<file path="src/rtl/conv4_psum_accum_if.sv">
// conv4_psum_accum_if: config, partial-sum input and pixel-pair output bundle of the Conv4 psum accumulator
interface conv4_psum_accum_if #(
  parameter int DW = 8,
  parameter int ACC_W = 2 * DW + 7
);
  logic i_cfg_start;
  logic [6:0] i_cfg_nch;
  logic [7:0] i_cfg_ngrp;
  logic [4:0] i_cfg_shift;
  logic signed [ACC_W-1:0] i_bias;
  logic i_valid;
  logic o_ready;
  logic signed [2*DW-1:0] i_sum1;
  logic signed [2*DW-1:0] i_sum2;
  logic o_valid;
  logic i_ready;
  logic signed [DW-1:0] o_pix1;
  logic signed [DW-1:0] o_pix2;
  logic o_busy;
  logic o_done;
  modport master (
    output i_cfg_start, i_cfg_nch, i_cfg_ngrp, i_cfg_shift, i_bias,
    output i_valid, i_sum1, i_sum2, i_ready,
    input o_ready, o_valid, o_pix1, o_pix2, o_busy, o_done
  );
  modport slave (
    input i_cfg_start, i_cfg_nch, i_cfg_ngrp, i_cfg_shift, i_bias,
    input i_valid, i_sum1, i_sum2, i_ready,
    output o_ready, o_valid, o_pix1, o_pix2, o_busy, o_done
  );
endinterface

</file>
<file path="src/rtl/conv4_psum_accum.sv">
// conv4_psum_accum: accumulates paired Conv4 partial sums over channels, adds bias, round-shifts and saturates to DW (ReLU clamp when PSUM_RELU_EN is defined)
module conv4_psum_accum #(
  parameter int DW = 8,
  parameter int CH_MAX = 64,
  parameter int ACC_W = 2 * DW + 7
) (
  input logic clk,
  input logic rst,
  conv4_psum_accum_if.slave bus
);
  typedef enum logic [1:0] {IDLE, ACC, REQ, OUT} state_t;
  localparam logic signed [ACC_W:0] PMAX = (ACC_W+1)'(2 ** (DW - 1) - 1);
  localparam logic signed [ACC_W:0] NMIN = -PMAX - 1;
  localparam logic [4:0] SH_MAX = ACC_W > 32 ? 5'd31 : 5'(ACC_W - 1);
  localparam logic [6:0] NCH_MAX = 7'(CH_MAX);
  state_t state, state_nx;
  logic [6:0] nch, ch_cnt, nch_in;
  logic [7:0] ngrp, grp_cnt;
  logic [4:0] shift;
  logic signed [ACC_W-1:0] bias, acc1, acc2;
  logic signed [DW-1:0] pix1, pix2;
  logic done, acc_ok, out_ok, last_ch, last_grp;
  function automatic logic signed [DW-1:0] requant(input logic signed [ACC_W-1:0] a, input logic [4:0] sh);
    logic [ACC_W:0] rnd;
    logic signed [ACC_W:0] r;
    rnd = '0;
    if (sh != 5'd0) rnd[sh-5'd1] = 1'b1;
    r = ($signed({a[ACC_W-1], a}) + $signed(rnd)) >>> sh;
    r = r > PMAX ? PMAX : r < NMIN ? NMIN : r;
`ifdef PSUM_RELU_EN
    r = r[ACC_W] ? '0 : r;
`else
`endif
    return r[DW-1:0];
  endfunction
  function automatic logic signed [ACC_W-1:0] sext(input logic signed [2*DW-1:0] s);
    return {{(ACC_W - 2 * DW){s[2*DW-1]}}, s};
  endfunction
  always_comb begin
    nch_in = bus.i_cfg_nch == 7'd0 ? 7'd1 : bus.i_cfg_nch > NCH_MAX ? NCH_MAX : bus.i_cfg_nch;
    acc_ok = state == ACC && bus.i_valid;
    out_ok = state == OUT && bus.i_ready;
    last_ch = ch_cnt == nch - 7'd1;
    last_grp = grp_cnt == ngrp - 8'd1;
  end
  always_ff @(posedge clk)
    state <= rst ? IDLE : state_nx;
  always_comb
    state_nx = state == IDLE ? (bus.i_cfg_start ? ACC : IDLE) :
               state == ACC ? (acc_ok && last_ch ? REQ : ACC) :
               state == REQ ? OUT :
               out_ok ? (last_grp ? IDLE : ACC) : OUT;
  always_comb begin
    bus.o_ready = state == ACC;
    bus.o_valid = state == OUT;
    bus.o_busy = state != IDLE;
    bus.o_done = done;
    bus.o_pix1 = pix1;
    bus.o_pix2 = pix2;
  end
  always_ff @(posedge clk) begin
    if (rst) begin
      nch <= '0;
      ngrp <= '0;
      shift <= '0;
      bias <= '0;
      acc1 <= '0;
      acc2 <= '0;
      ch_cnt <= '0;
      grp_cnt <= '0;
      pix1 <= '0;
      pix2 <= '0;
      done <= 1'b0;
    end else begin
      if (state == IDLE && bus.i_cfg_start) begin
        nch <= nch_in;
        ngrp <= bus.i_cfg_ngrp == 8'd0 ? 8'd1 : bus.i_cfg_ngrp;
        shift <= bus.i_cfg_shift > SH_MAX ? SH_MAX : bus.i_cfg_shift;
        bias <= bus.i_bias;
        acc1 <= bus.i_bias;
        acc2 <= bus.i_bias;
        ch_cnt <= '0;
        grp_cnt <= '0;
      end
      if (acc_ok) begin
        acc1 <= acc1 + sext(bus.i_sum1);
        acc2 <= acc2 + sext(bus.i_sum2);
        ch_cnt <= ch_cnt + 7'd1;
      end
      if (state == REQ) begin
        pix1 <= requant(acc1, shift);
        pix2 <= requant(acc2, shift);
      end
      // next pixel pair restarts from the bias latched at run start
      if (out_ok && !last_grp) begin
        grp_cnt <= grp_cnt + 8'd1;
        ch_cnt <= '0;
        acc1 <= bias;
        acc2 <= bias;
      end
      done <= out_ok && last_grp;
    end
  end
endmodule

</file>
<file path="src/flat_wrapper.sv">
// flat-port wrapper written by rule: the top's interface ports become plain ports
module conv4_psum_accum_flat 
#(
  parameter int DW = 8,
  parameter int CH_MAX = 64,
  parameter int ACC_W = 2 * DW + 7
)
  (clk, rst, bus_i_cfg_start, bus_i_cfg_nch, bus_i_cfg_ngrp, bus_i_cfg_shift, bus_i_bias, bus_i_valid, bus_i_sum1, bus_i_sum2, bus_i_ready, bus_o_ready, bus_o_valid, bus_o_pix1, bus_o_pix2, bus_o_busy, bus_o_done);
  conv4_psum_accum_if #(.DW(DW), .ACC_W(ACC_W)) bus_i ();
  input logic clk;
  input logic rst;
  input wire logic [$bits(bus_i.i_cfg_start)-1:0] bus_i_cfg_start;
  input wire logic [$bits(bus_i.i_cfg_nch)-1:0] bus_i_cfg_nch;
  input wire logic [$bits(bus_i.i_cfg_ngrp)-1:0] bus_i_cfg_ngrp;
  input wire logic [$bits(bus_i.i_cfg_shift)-1:0] bus_i_cfg_shift;
  input wire logic [$bits(bus_i.i_bias)-1:0] bus_i_bias;
  input wire logic [$bits(bus_i.i_valid)-1:0] bus_i_valid;
  input wire logic [$bits(bus_i.i_sum1)-1:0] bus_i_sum1;
  input wire logic [$bits(bus_i.i_sum2)-1:0] bus_i_sum2;
  input wire logic [$bits(bus_i.i_ready)-1:0] bus_i_ready;
  output wire logic [$bits(bus_i.o_ready)-1:0] bus_o_ready;
  output wire logic [$bits(bus_i.o_valid)-1:0] bus_o_valid;
  output wire logic [$bits(bus_i.o_pix1)-1:0] bus_o_pix1;
  output wire logic [$bits(bus_i.o_pix2)-1:0] bus_o_pix2;
  output wire logic [$bits(bus_i.o_busy)-1:0] bus_o_busy;
  output wire logic [$bits(bus_i.o_done)-1:0] bus_o_done;
  assign bus_i.i_cfg_start = bus_i_cfg_start;
  assign bus_i.i_cfg_nch = bus_i_cfg_nch;
  assign bus_i.i_cfg_ngrp = bus_i_cfg_ngrp;
  assign bus_i.i_cfg_shift = bus_i_cfg_shift;
  assign bus_i.i_bias = bus_i_bias;
  assign bus_i.i_valid = bus_i_valid;
  assign bus_i.i_sum1 = bus_i_sum1;
  assign bus_i.i_sum2 = bus_i_sum2;
  assign bus_i.i_ready = bus_i_ready;
  assign bus_o_ready = bus_i.o_ready;
  assign bus_o_valid = bus_i.o_valid;
  assign bus_o_pix1 = bus_i.o_pix1;
  assign bus_o_pix2 = bus_i.o_pix2;
  assign bus_o_busy = bus_i.o_busy;
  assign bus_o_done = bus_i.o_done;
  conv4_psum_accum #(.DW(DW), .CH_MAX(CH_MAX), .ACC_W(ACC_W)) u_core (.clk(clk), .rst(rst), .bus(bus_i));
endmodule
</file>
<file path="config.mk">
export PLATFORM = sky130hd
export DESIGN_NAME = conv4_psum_accum_flat
export DESIGN_NICKNAME = d
export VERILOG_FILES = /design/src/rtl/conv4_psum_accum_if.sv /design/src/rtl/conv4_psum_accum.sv /design/src/flat_wrapper.sv
export SDC_FILE = /design/constraint.sdc
export NUM_CORES = 1
export LEC_CHECK = 0
export BUFFER_PORTS_ARGS = -buffer_cell sky130_fd_sc_hd__buf_4
export CORE_MARGIN = 2
export CORE_UTILIZATION = 45
export CTS_CLUSTER_DIAMETER = 100
export CTS_CLUSTER_SIZE = 24
export DETAILED_ROUTE_END_ITERATION = 8
export REMOVE_ABC_BUFFERS = 1
export SYNTH_ARGS = -nofsm -noshare
export SYNTH_HDL_FRONTEND = slang
export SYNTH_SLANG_ARGS = --single-unit
</file>
<file path="constraint.sdc">
create_clock -name clk -period 5.85 [get_ports clk]
set_input_delay 0.8775 -clock clk [delete_from_list [all_inputs] [get_ports clk]]
set_output_delay 0.8775 -clock clk [all_outputs]
set_load 0.005 [all_outputs]
</file>
### Word-level counts from Yosys, hierarchy flattened

Cells that the tools add are included.

| storage, ports and cells | value |
|---|---|
| logic and storage cells | 82 |
| output and inout bits | 20 |
| bits of input ports | 80 |
| flip-flop bits (word level) | 123 |

| cells by class | value |
|---|---|
| muxes and demuxes | 29 |
| add/subtract/negate cells | 9 |
| shifts and indexed selects | 2 |
| equality and inequality tests | 5 |
| reduce and logical (&&, ||, !) cells | 17 |
| order comparisons | 8 |

Operator list:

| kind | count |
|---|---|
| 23-bit 2-to-1 mux | 5 |
| 24-bit 2-to-1 mux | 3 |
| 8-bit 2-to-1 mux | 7 |
| 23-bit by 24-bit adder with 24-bit output | 2 |
| 24-bit by 8-bit greater-than comparator with 1-bit output (second input constant) | 2 |
| 24-bit by 8-bit less-than comparator with 1-bit output (second input constant) | 2 |
| 24-bit by 5-bit >>> shifter with 24-bit output | 2 |
| 23-bit by 16-bit adder with 23-bit output | 2 |
| 7-bit 2-to-1 mux | 4 |
| 2-bit 2-to-1 mux | 5 |
| 8-bit by 1-bit adder with 8-bit output (second input constant) | 1 |
| 8-bit equality test | 1 |
| 8-bit zero test | 1 |
| 8-bit by 1-bit subtractor with 8-bit output (second input constant) | 1 |
| 7-bit by 1-bit adder with 7-bit output (second input constant) | 1 |
| 7-bit equality test | 1 |
| 7-bit greater-than comparator (second input constant) | 1 |
| 1-bit logical AND | 7 |
| 7-bit zero test | 1 |
| 7-bit by 1-bit subtractor with 7-bit output (second input constant) | 1 |
| 5-bit by 6-bit less-than comparator with 1-bit output (second input constant) | 1 |
| 2-bit nonzero test | 3 |
| 1-bit demux with 5-bit select | 1 |
| 5-bit by 1-bit >= comparator with 1-bit output (second input constant) | 1 |
| other kinds (11) | 14 |

### Logic depth before layout (Yosys ltp)

| logic depth | value |
|---|---|
| word-level depth | 13 |
| gate-level depth with buffers | 25 |
| depth with buffers taken out | 18 |

### Least setup slack after synthesis

Ideal clock, no wire load.

| timing path | value |
|---|---|
| kind | flip-flop to flip-flop |
| start | reg u_core.shift[2] |
| end | reg u_core.pix2[0] (netlist: u_core.bus.o_pix2[0]) |
| required time | 5.764 ns |
| arrival time | 5.982 ns |
| path buffers | 8 |
| setup time | 0.086 ns |
| clock period less this slack | 6.067 ns |
| cell stages (with the launch flop) | 24 |
| slack | -0.217 ns |
| cell sequence | dfxtp_1 > buf_4 > clkbuf_1 > clkbuf_1 > buf_1 > clkbuf_1 > clkbuf_1 > clkbuf_1 > nand3_1 > nor2_1 > ha_1 > clkbuf_1 > a21o_1 > a211o_1 > a211oi_1 > o311ai_1 > o211ai_1 > xnor2_1 > mux2i_1 > mux4_2 > o41a_1 > o41ai_4 > o2111ai_1 > a211oi_1 |

| on the way | value |
|---|---|
| longest elaborated chain between the ends | 13 |
| elaborated cells between the ends (all ways) | 16 |
| those cells by class | add/sub (2); order compare (4); shift (1); mux (7); reduce/logical (2) |

Ends and longest elaborated chain:

| element | RTL line | text |
|---|---|---|
| start: declaration | conv4_psum_accum.sv:19 | `logic [4:0] shift;` |
| start signal: assignment | conv4_psum_accum.sv:78 | `shift <= bus.i_cfg_shift > SH_MAX ? SH_MAX : bus.i_cfg_shift;` |
| 5-bit by 1-bit subtractor with 5-bit output | conv4_psum_accum.sv:27 | `if (sh != 5'd0) rnd[sh-5'd1] = 1'b1;` |
| 5-bit by 6-bit less-than comparator with 1-bit output (not written as such) / 5-bit by 1-bit >= comparator with 1-bit output (equally long branches) | conv4_psum_accum.sv:27 |  |
| 1-bit logical AND (not written as such) | conv4_psum_accum.sv:27 |  |
| 1-bit 2-to-1 mux (not written as such) | conv4_psum_accum.sv:27 |  |
| 1-bit demux with 5-bit select | - |  |
| 24-bit 2-to-1 mux | conv4_psum_accum.sv:27 |  |
| 24-bit 2-to-1 mux | conv4_psum_accum.sv:90 | `if (state == REQ) begin` |
| 24-bit 2-to-1 mux | conv4_psum_accum.sv:62 | `if (rst) begin` |
| 23-bit by 24-bit adder with 24-bit output | conv4_psum_accum.sv:28 | `r = ($signed({a[ACC_W-1], a}) + $signed(rnd)) >>> sh;` |
| 24-bit by 5-bit >>> shifter with 24-bit output * | conv4_psum_accum.sv:28 |  |
| 24-bit by 8-bit less-than comparator with 1-bit output | conv4_psum_accum.sv:29 | `r = r > PMAX ? PMAX : r < NMIN ? NMIN : r;` |
| 8-bit 2-to-1 mux | conv4_psum_accum.sv:29 |  |
| 8-bit 2-to-1 mux * | conv4_psum_accum.sv:29 |  |
| end signal: assignment | conv4_psum_accum.sv:92 | `pix2 <= requant(acc2, shift);` |
| end: declaration | conv4_psum_accum.sv:21 | `logic signed [DW-1:0] pix1, pix2;` |

Every way passes the cells marked *; elsewhere a longest branch is shown, timed or not. The select of a mux whose other input is x is not followed.
A chain may end at the register's enable or synchronous reset.

### Worst setup path in the final report

| timing path | value |
|---|---|
| start | reg u_core.shift[2] |
| end | reg u_core.pix1[6] (netlist: u_core.bus.o_pix1[6]) |

| on the way | value |
|---|---|
| longest elaborated chain between the ends | 13 |
| elaborated cells between the ends (all ways) | 16 |
| those cells by class | add/sub (2); order compare (4); shift (1); mux (7); reduce/logical (2) |

Ends and longest elaborated chain:

| element | RTL line | text |
|---|---|---|
| 5-bit by 1-bit subtractor with 5-bit output | conv4_psum_accum.sv:27 |  |
| 5-bit by 6-bit less-than comparator with 1-bit output (not written as such) / 5-bit by 1-bit >= comparator with 1-bit output (equally long branches) | conv4_psum_accum.sv:27 |  |
| 1-bit logical AND (not written as such) | conv4_psum_accum.sv:27 |  |
| 1-bit 2-to-1 mux (not written as such) | conv4_psum_accum.sv:27 |  |
| 1-bit demux with 5-bit select | - |  |
| 24-bit 2-to-1 mux | conv4_psum_accum.sv:27 |  |
| 24-bit 2-to-1 mux | conv4_psum_accum.sv:90 |  |
| 24-bit 2-to-1 mux | conv4_psum_accum.sv:62 |  |
| 23-bit by 24-bit adder with 24-bit output | conv4_psum_accum.sv:28 |  |
| 24-bit by 5-bit >>> shifter with 24-bit output * | conv4_psum_accum.sv:28 |  |
| 24-bit by 8-bit less-than comparator with 1-bit output | conv4_psum_accum.sv:29 |  |
| 8-bit 2-to-1 mux | conv4_psum_accum.sv:29 |  |
| 8-bit 2-to-1 mux * | conv4_psum_accum.sv:29 |  |
| end signal: assignment | conv4_psum_accum.sv:91 | `pix1 <= requant(acc1, shift);` |
| end: declaration | conv4_psum_accum.sv:21 |  |

Marks and branches as above.

==> results.md <==
- Sequential cells burn 28.7% of the power.
- The number of clock sinks is 123.
- After detailed routing, the number of remaining DRC violations is 0.
- The internal power of the cells totals 0.002084 W.
- The post-synthesis area per instance is 7.073 sq um.
- The number of distinct library cells after synthesis is 98.
- The total grt overflow is 0.
- The routed design has 58240 microns of wire.
- Counting flops with a built-in enable in the synthesized netlist gives 0.
- In the layout the commonest cells are sky130_fd_sc_hd__a21oi_1, sky130_fd_sc_hd__nand2_1, sky130_fd_sc_hd__buf_4, sky130_fd_sc_hd__nor2_1, sky130_fd_sc_hd__dfxtp_1.
- The xor/xnor share of the synthesized area is 6.012%.
- The wire length of the first global-routing pass is 89550 microns.
- For met2 alone, demand over resource in global routing was 54.80%.
- From bottom edge to top edge, the die measures 183.3 microns.
- The final setup slack of the worst path is 267.4 ps.
- After synthesis, the largest family of logic cells by area is compound AO/OA/AOI/OAI gates.
- The cell count of the worst reg-to-reg path is 18.
- The highest net fanout along the worst path is 15.
- The count of buffers added on input and output ports is 99.
- The number of buffers inserted by hold repair at cts is 0.
- The area fraction in compound gates after synthesis is 34.68%.
- The startpoint of the worst register-to-register path is u_core.shift[2]$_SDFFE_PP0P_.
- Synthesis inferred 123 register bits.
- The main flop type after synthesis is sky130_fd_sc_hd__dfxtp_1.
- The overall die area is 0.03360 sq mm.
- Power comes to 0.003387 W.
- The worst path uses 95.43% of the clock period.
- After floorplanning, the core was divided into 65 placement rows.
- Combinational cells account for 36.3% of the total power.
- The arithmetic-cell share of the synthesized area counting full adders, half adders and majority gates is 7.785%.
- In this run the standard cell core region covers 0.03164 sq mm.
- The required time of the critical path is 6160 ps.
- For this run, the total global-route usage over all layers was measured as 34.34%.
- The detailed router placed 16460 vias in this run.
- The critical path in this run is classified as flip-flop to flip-flop.
- Summing the areas of all and, or, nand and nor instances in the mapped netlist gives 24.08% of the synthesized area.
- The number of antenna violations at the first check in global routing was 0.
- For this run, the post-layout net count is 2270.
- The highest achievable clock rate is 179.1 MHz.
- For flop-to-flop paths, the worst setup slack is 270 ps.
- The mapped netlist covers 0.01447 sq mm.
- The sequential element share of the synthesized area is 17.02%.
- The portion of synthesized cell area occupied by the leading cell type is 17.02%.
- For this run, the detailed router's first-pass iteration total came to 5.
- The post-detailed-route count of antenna-violating nets is 0.
- The flow ran to the end, and the final reports show no timing, DRC or antenna violations.
- The kind of end point of the critical path is a flip-flop.
- The met1 usage is 45.55%.
- The routed wire length per instance is 23.08 microns.
- The TritonCTS clock tree is yes.
- The number of antenna diodes in the final layout is 0.
- The congestion estimate from routability-driven global placement came to 0.9971.
- The number of buffers added by the clock tree synthesis step is 17.
- The H-tree was split into 4 levels.
- The largest net degree at the start of global routing is 76.
- The clock tree buffer depth is 2.
- The standby leakage power is 6.749 nW.
- The wire-length estimate of the detail-placed layout is 44340 microns.
- The number of filler instances in the final layout is 3201.
- The pre-CTS setup slack is 155.9 ps.
- The clock tree skew after final layout is 11.58 ps.
- Hold is met by 449.7 ps.
- In the routed layout, each cell is associated on average with a via count of 6.525.
- The top-level I/O count is 100.
- The max-slew violation count was 0.
- The end of the worst register-to-register path is u_core.bus.o_pix1[6]$_SDFFE_PP0P_.
- In this run the clock root is driven by a sky130_fd_sc_hd__clkbuf_16.
- Counting tap cells, the placed design contains a total of 2490 instances.
- The initial core utilization is 45.72%.
- The transition time at the pin with the least slew margin is 932.0 ps.
- The post-synthesis instance total is 2045.
- The worst endpoint data arrival time is 5890 ps.
- From left edge to right edge, the die measures 183.3 microns.
- The tightest slew margin relative to the limit is 37.39%.
- The finished layout holds 2523 standard cells, fillers aside.
- The most common cell after layout, fill and taps aside is sky130_fd_sc_hd__a21oi_1.
- The number of warnings issued by yosys is 0.
- For this run, asynchronously set or reset flops after synthesis account for 0%.
- The global routing stage identified its most utilized layer as met2.
- The biggest area consumer among synthesized cells is sky130_fd_sc_hd__dfxtp_1.
- The met3 track demand over resource is 6.037%.
- The worst-case IR drop observed on VDD is 0.2603 mV.
- The signal on the critical path passes through or3_1 > nor2_1 > ha_1 > inv_1 > fa_1 > or3_1 > a41o_1 > nor4_1 > o21ai_0 > o211ai_1 > nor2_1 > or4b_2 > o2111ai_1 > a221oi_1 > nor4bb_1 > a41oi_2 > a311oi_1 > o21ai_0.
- The clock latency reported for the late side of the worst-skew pair is 450 ps.
- After clock tree synthesis, the clock-pin slew on the worst setup and hold paths is 70 ps.
- The number of hold-slack violations in the final timing report is 0.
- For this run, the slowest stage of the critical path takes 700 ps.
- In this run the worst hold path is classified as flip-flop to flip-flop.
- Sorting the synthesized cells by area gives the leading types as sky130_fd_sc_hd__dfxtp_1, sky130_fd_sc_hd__a21oi_1, sky130_fd_sc_hd__ha_1, sky130_fd_sc_hd__nand2_1, sky130_fd_sc_hd__nor2_1.
- The area after detailed placement is 0.01583 sq mm.
- The capturing element of the worst setup path is u_core.bus.o_pix1[6]$_SDFFE_PP0P_.
- The worst setup path is launched from a flip-flop.
- Across the run, the number of max-cap violations was 0.
- In this run, the number of DRC markers left after iteration 0 of detailed routing was 1284.
- Setup violations remaining at the end of the flow were counted as 0.
- The synthesis-to-layout area growth is 14.10%.
- The switching part of the total power is 38.48%.
- In this run the power spent charging and discharging nets is 0.001303 W.
- The routed design could run at a clock period as short as 5583 ps.
- The number of global-route vias before repair was 15270.
- The launch point of the worst path is u_core.shift[2]$_SDFFE_PP0P_.
- Dividing total power by cell area gives a power density of 205.2 mW/mm^2.
- The post-route netlist has 14.47% of its cells at a drive strength greater than 1.
- The power share of the clock group is 35.0%.
- After routing the design area is 0.01650 sq mm.
- Among all stages on the critical path, the largest delay is contributed by sky130_fd_sc_hd__or4b_2.
- The share of cell area taken by muxes after synthesis is 4.688%.
## routing by layer
metal | share of wire (%) | up-vias | routed length, microns
met5 | 0 | - | 0
met4 | 4.1 | 0 | 2381
met3 | 7.3 | 115 | 4273
met2 | 45 | 734 | 26140
met1 | 44 | 7808 | 25450
li1 | - | 7805 | -
## power by group through the flow
stage	registers (W)	clock network, W	logic, W
2_1_floorplan	0.000966	0	0.000783
4_1_cts	0.000968	0.00120	0.00120
6_report	0.000972	0.00119	0.00123
3_3_place_gp	0.000986	0	0.00118
5_1_grt	0.000977	0.00123	0.00134
3_5_place_dp	0.000986	0	0.00119
## critical path: cells and delay by family (launching register included)
kind                       cells  cell delay [ps]
adders and majority gates      2              610
buffers and inverters          1               50
DFF                            1              390
and+or+nand+nor                7             2640
AOI/OAI and AO/OA              8             1730
## cells by family after synthesis
kind of cell | count (synthesis)
XOR/XNOR | 93
flip-flops | 123
adder cells (fa/ha/maj) | 89
AO/OA/AOI/OAI | 749
AND/OR/NAND/NOR | 731
multiplexers | 51
buffers and inverters | 209
## final cells by class
type | instances | area [sq um] | share of cell area, %
Tap cell | 402 | 503.0 | 3.048
Inverter | 60 | 225.2 | 1.365
Sequential cell | 123 | 2467 | 14.95
Clock buffer | 21 | 470.5 | 2.850
Timing Repair Buffer | 193 | 1449 | 8.779
Multi-Input combinational cell | 1713 | 11230 | 68.07
Clock inverter | 11 | 155.1 | 0.9400
## metrics by stage
step	utilization [%]	setup TNS [ps]
finish	52.17	0
global route	52.17	-68.81
CTS	52.02	0
detailed placement	50.04	0
global placement	50.04	0
floorplan	-	-5106
## timing repair
item	CTS	global route
resized for setup	0	9
buffers inserted	0	1
setup endpoints to repair	0	14
## registers in the layout (all words and copies together), names as in the netlist
register and cells:
u_core.grp_cnt 8, u_core.shift 5, u_core.bias 23, u_core.acc2 23, u_core.bus.o_pix1 8, u_core.nch 7, u_core.acc1 23, u_core.ch_cnt 7
u_core.bus.o_done 1, u_core.state 2, u_core.ngrp 8, u_core.bus.o_pix2 8
## Yosys cell counts (9+ instances only)
cell type                     n
sky130_fd_sc_hd__and3_1      16
sky130_fd_sc_hd__a21o_1      36
sky130_fd_sc_hd__nor2_1     182
sky130_fd_sc_hd__buf_2        9
sky130_fd_sc_hd__clkbuf_1   116
sky130_fd_sc_hd__ha_1        78
sky130_fd_sc_hd__inv_1       59
sky130_fd_sc_hd__o21a_1      13
sky130_fd_sc_hd__a221oi_1    12
sky130_fd_sc_hd__nor2b_1     19
sky130_fd_sc_hd__a211o_1     13
sky130_fd_sc_hd__or2_2       11
sky130_fd_sc_hd__nand4_1     14
sky130_fd_sc_hd__nand2_1    246
sky130_fd_sc_hd__a31oi_1     29
sky130_fd_sc_hd__o21bai_1    10
sky130_fd_sc_hd__nand3_1     68
sky130_fd_sc_hd__nand2b_1    11
sky130_fd_sc_hd__mux2i_1     25
sky130_fd_sc_hd__dfxtp_1    123
sky130_fd_sc_hd__mux4_2      12
sky130_fd_sc_hd__nor3_1      48
sky130_fd_sc_hd__a2111oi_0    9
sky130_fd_sc_hd__nor4_1      14
sky130_fd_sc_hd__o31ai_1     12
sky130_fd_sc_hd__o22ai_1     14
sky130_fd_sc_hd__and2_1      16
sky130_fd_sc_hd__o21ai_0    116
sky130_fd_sc_hd__or3_1       24
sky130_fd_sc_hd__buf_1       18
sky130_fd_sc_hd__mux2_2      14
sky130_fd_sc_hd__nand3b_1    16
sky130_fd_sc_hd__xor2_1      22
sky130_fd_sc_hd__o2111ai_1   24
sky130_fd_sc_hd__o221ai_1    13
sky130_fd_sc_hd__a21oi_1    246
sky130_fd_sc_hd__a211oi_1    50
sky130_fd_sc_hd__xnor2_1     67
sky130_fd_sc_hd__o211ai_1    32
## how the worst min path moves through the flow
stage | from | end | slack [ps] | depth (start not counted)
final | u_core.bus.o_pix1[2]$_SDFFE_PP0P_ | u_core.bus.o_pix1[2]$_SDFFE_PP0P_ | 450 | 2
after global routing | u_core.bias[2]$_SDFFE_PP0P_ | u_core.bias[2]$_SDFFE_PP0P_ | 480 | 2
after CTS | u_core.bus.o_pix1[2]$_SDFFE_PP0P_ | u_core.bus.o_pix1[2]$_SDFFE_PP0P_ | 460 | 2
after detailed placement | u_core.bus.o_pix1[2]$_SDFFE_PP0P_ | u_core.bus.o_pix1[2]$_SDFFE_PP0P_ | 450 | 2
after global placement | u_core.bus.o_pix1[4]$_SDFFE_PP0P_ | u_core.bus.o_pix1[4]$_SDFFE_PP0P_ | 440 | 2
after floorplan | u_core.bias[22]$_SDFFE_PP0P_ | u_core.bias[22]$_SDFFE_PP0P_ | 430 | 2
Note: power is estimated with default switching activity, not from simulation.
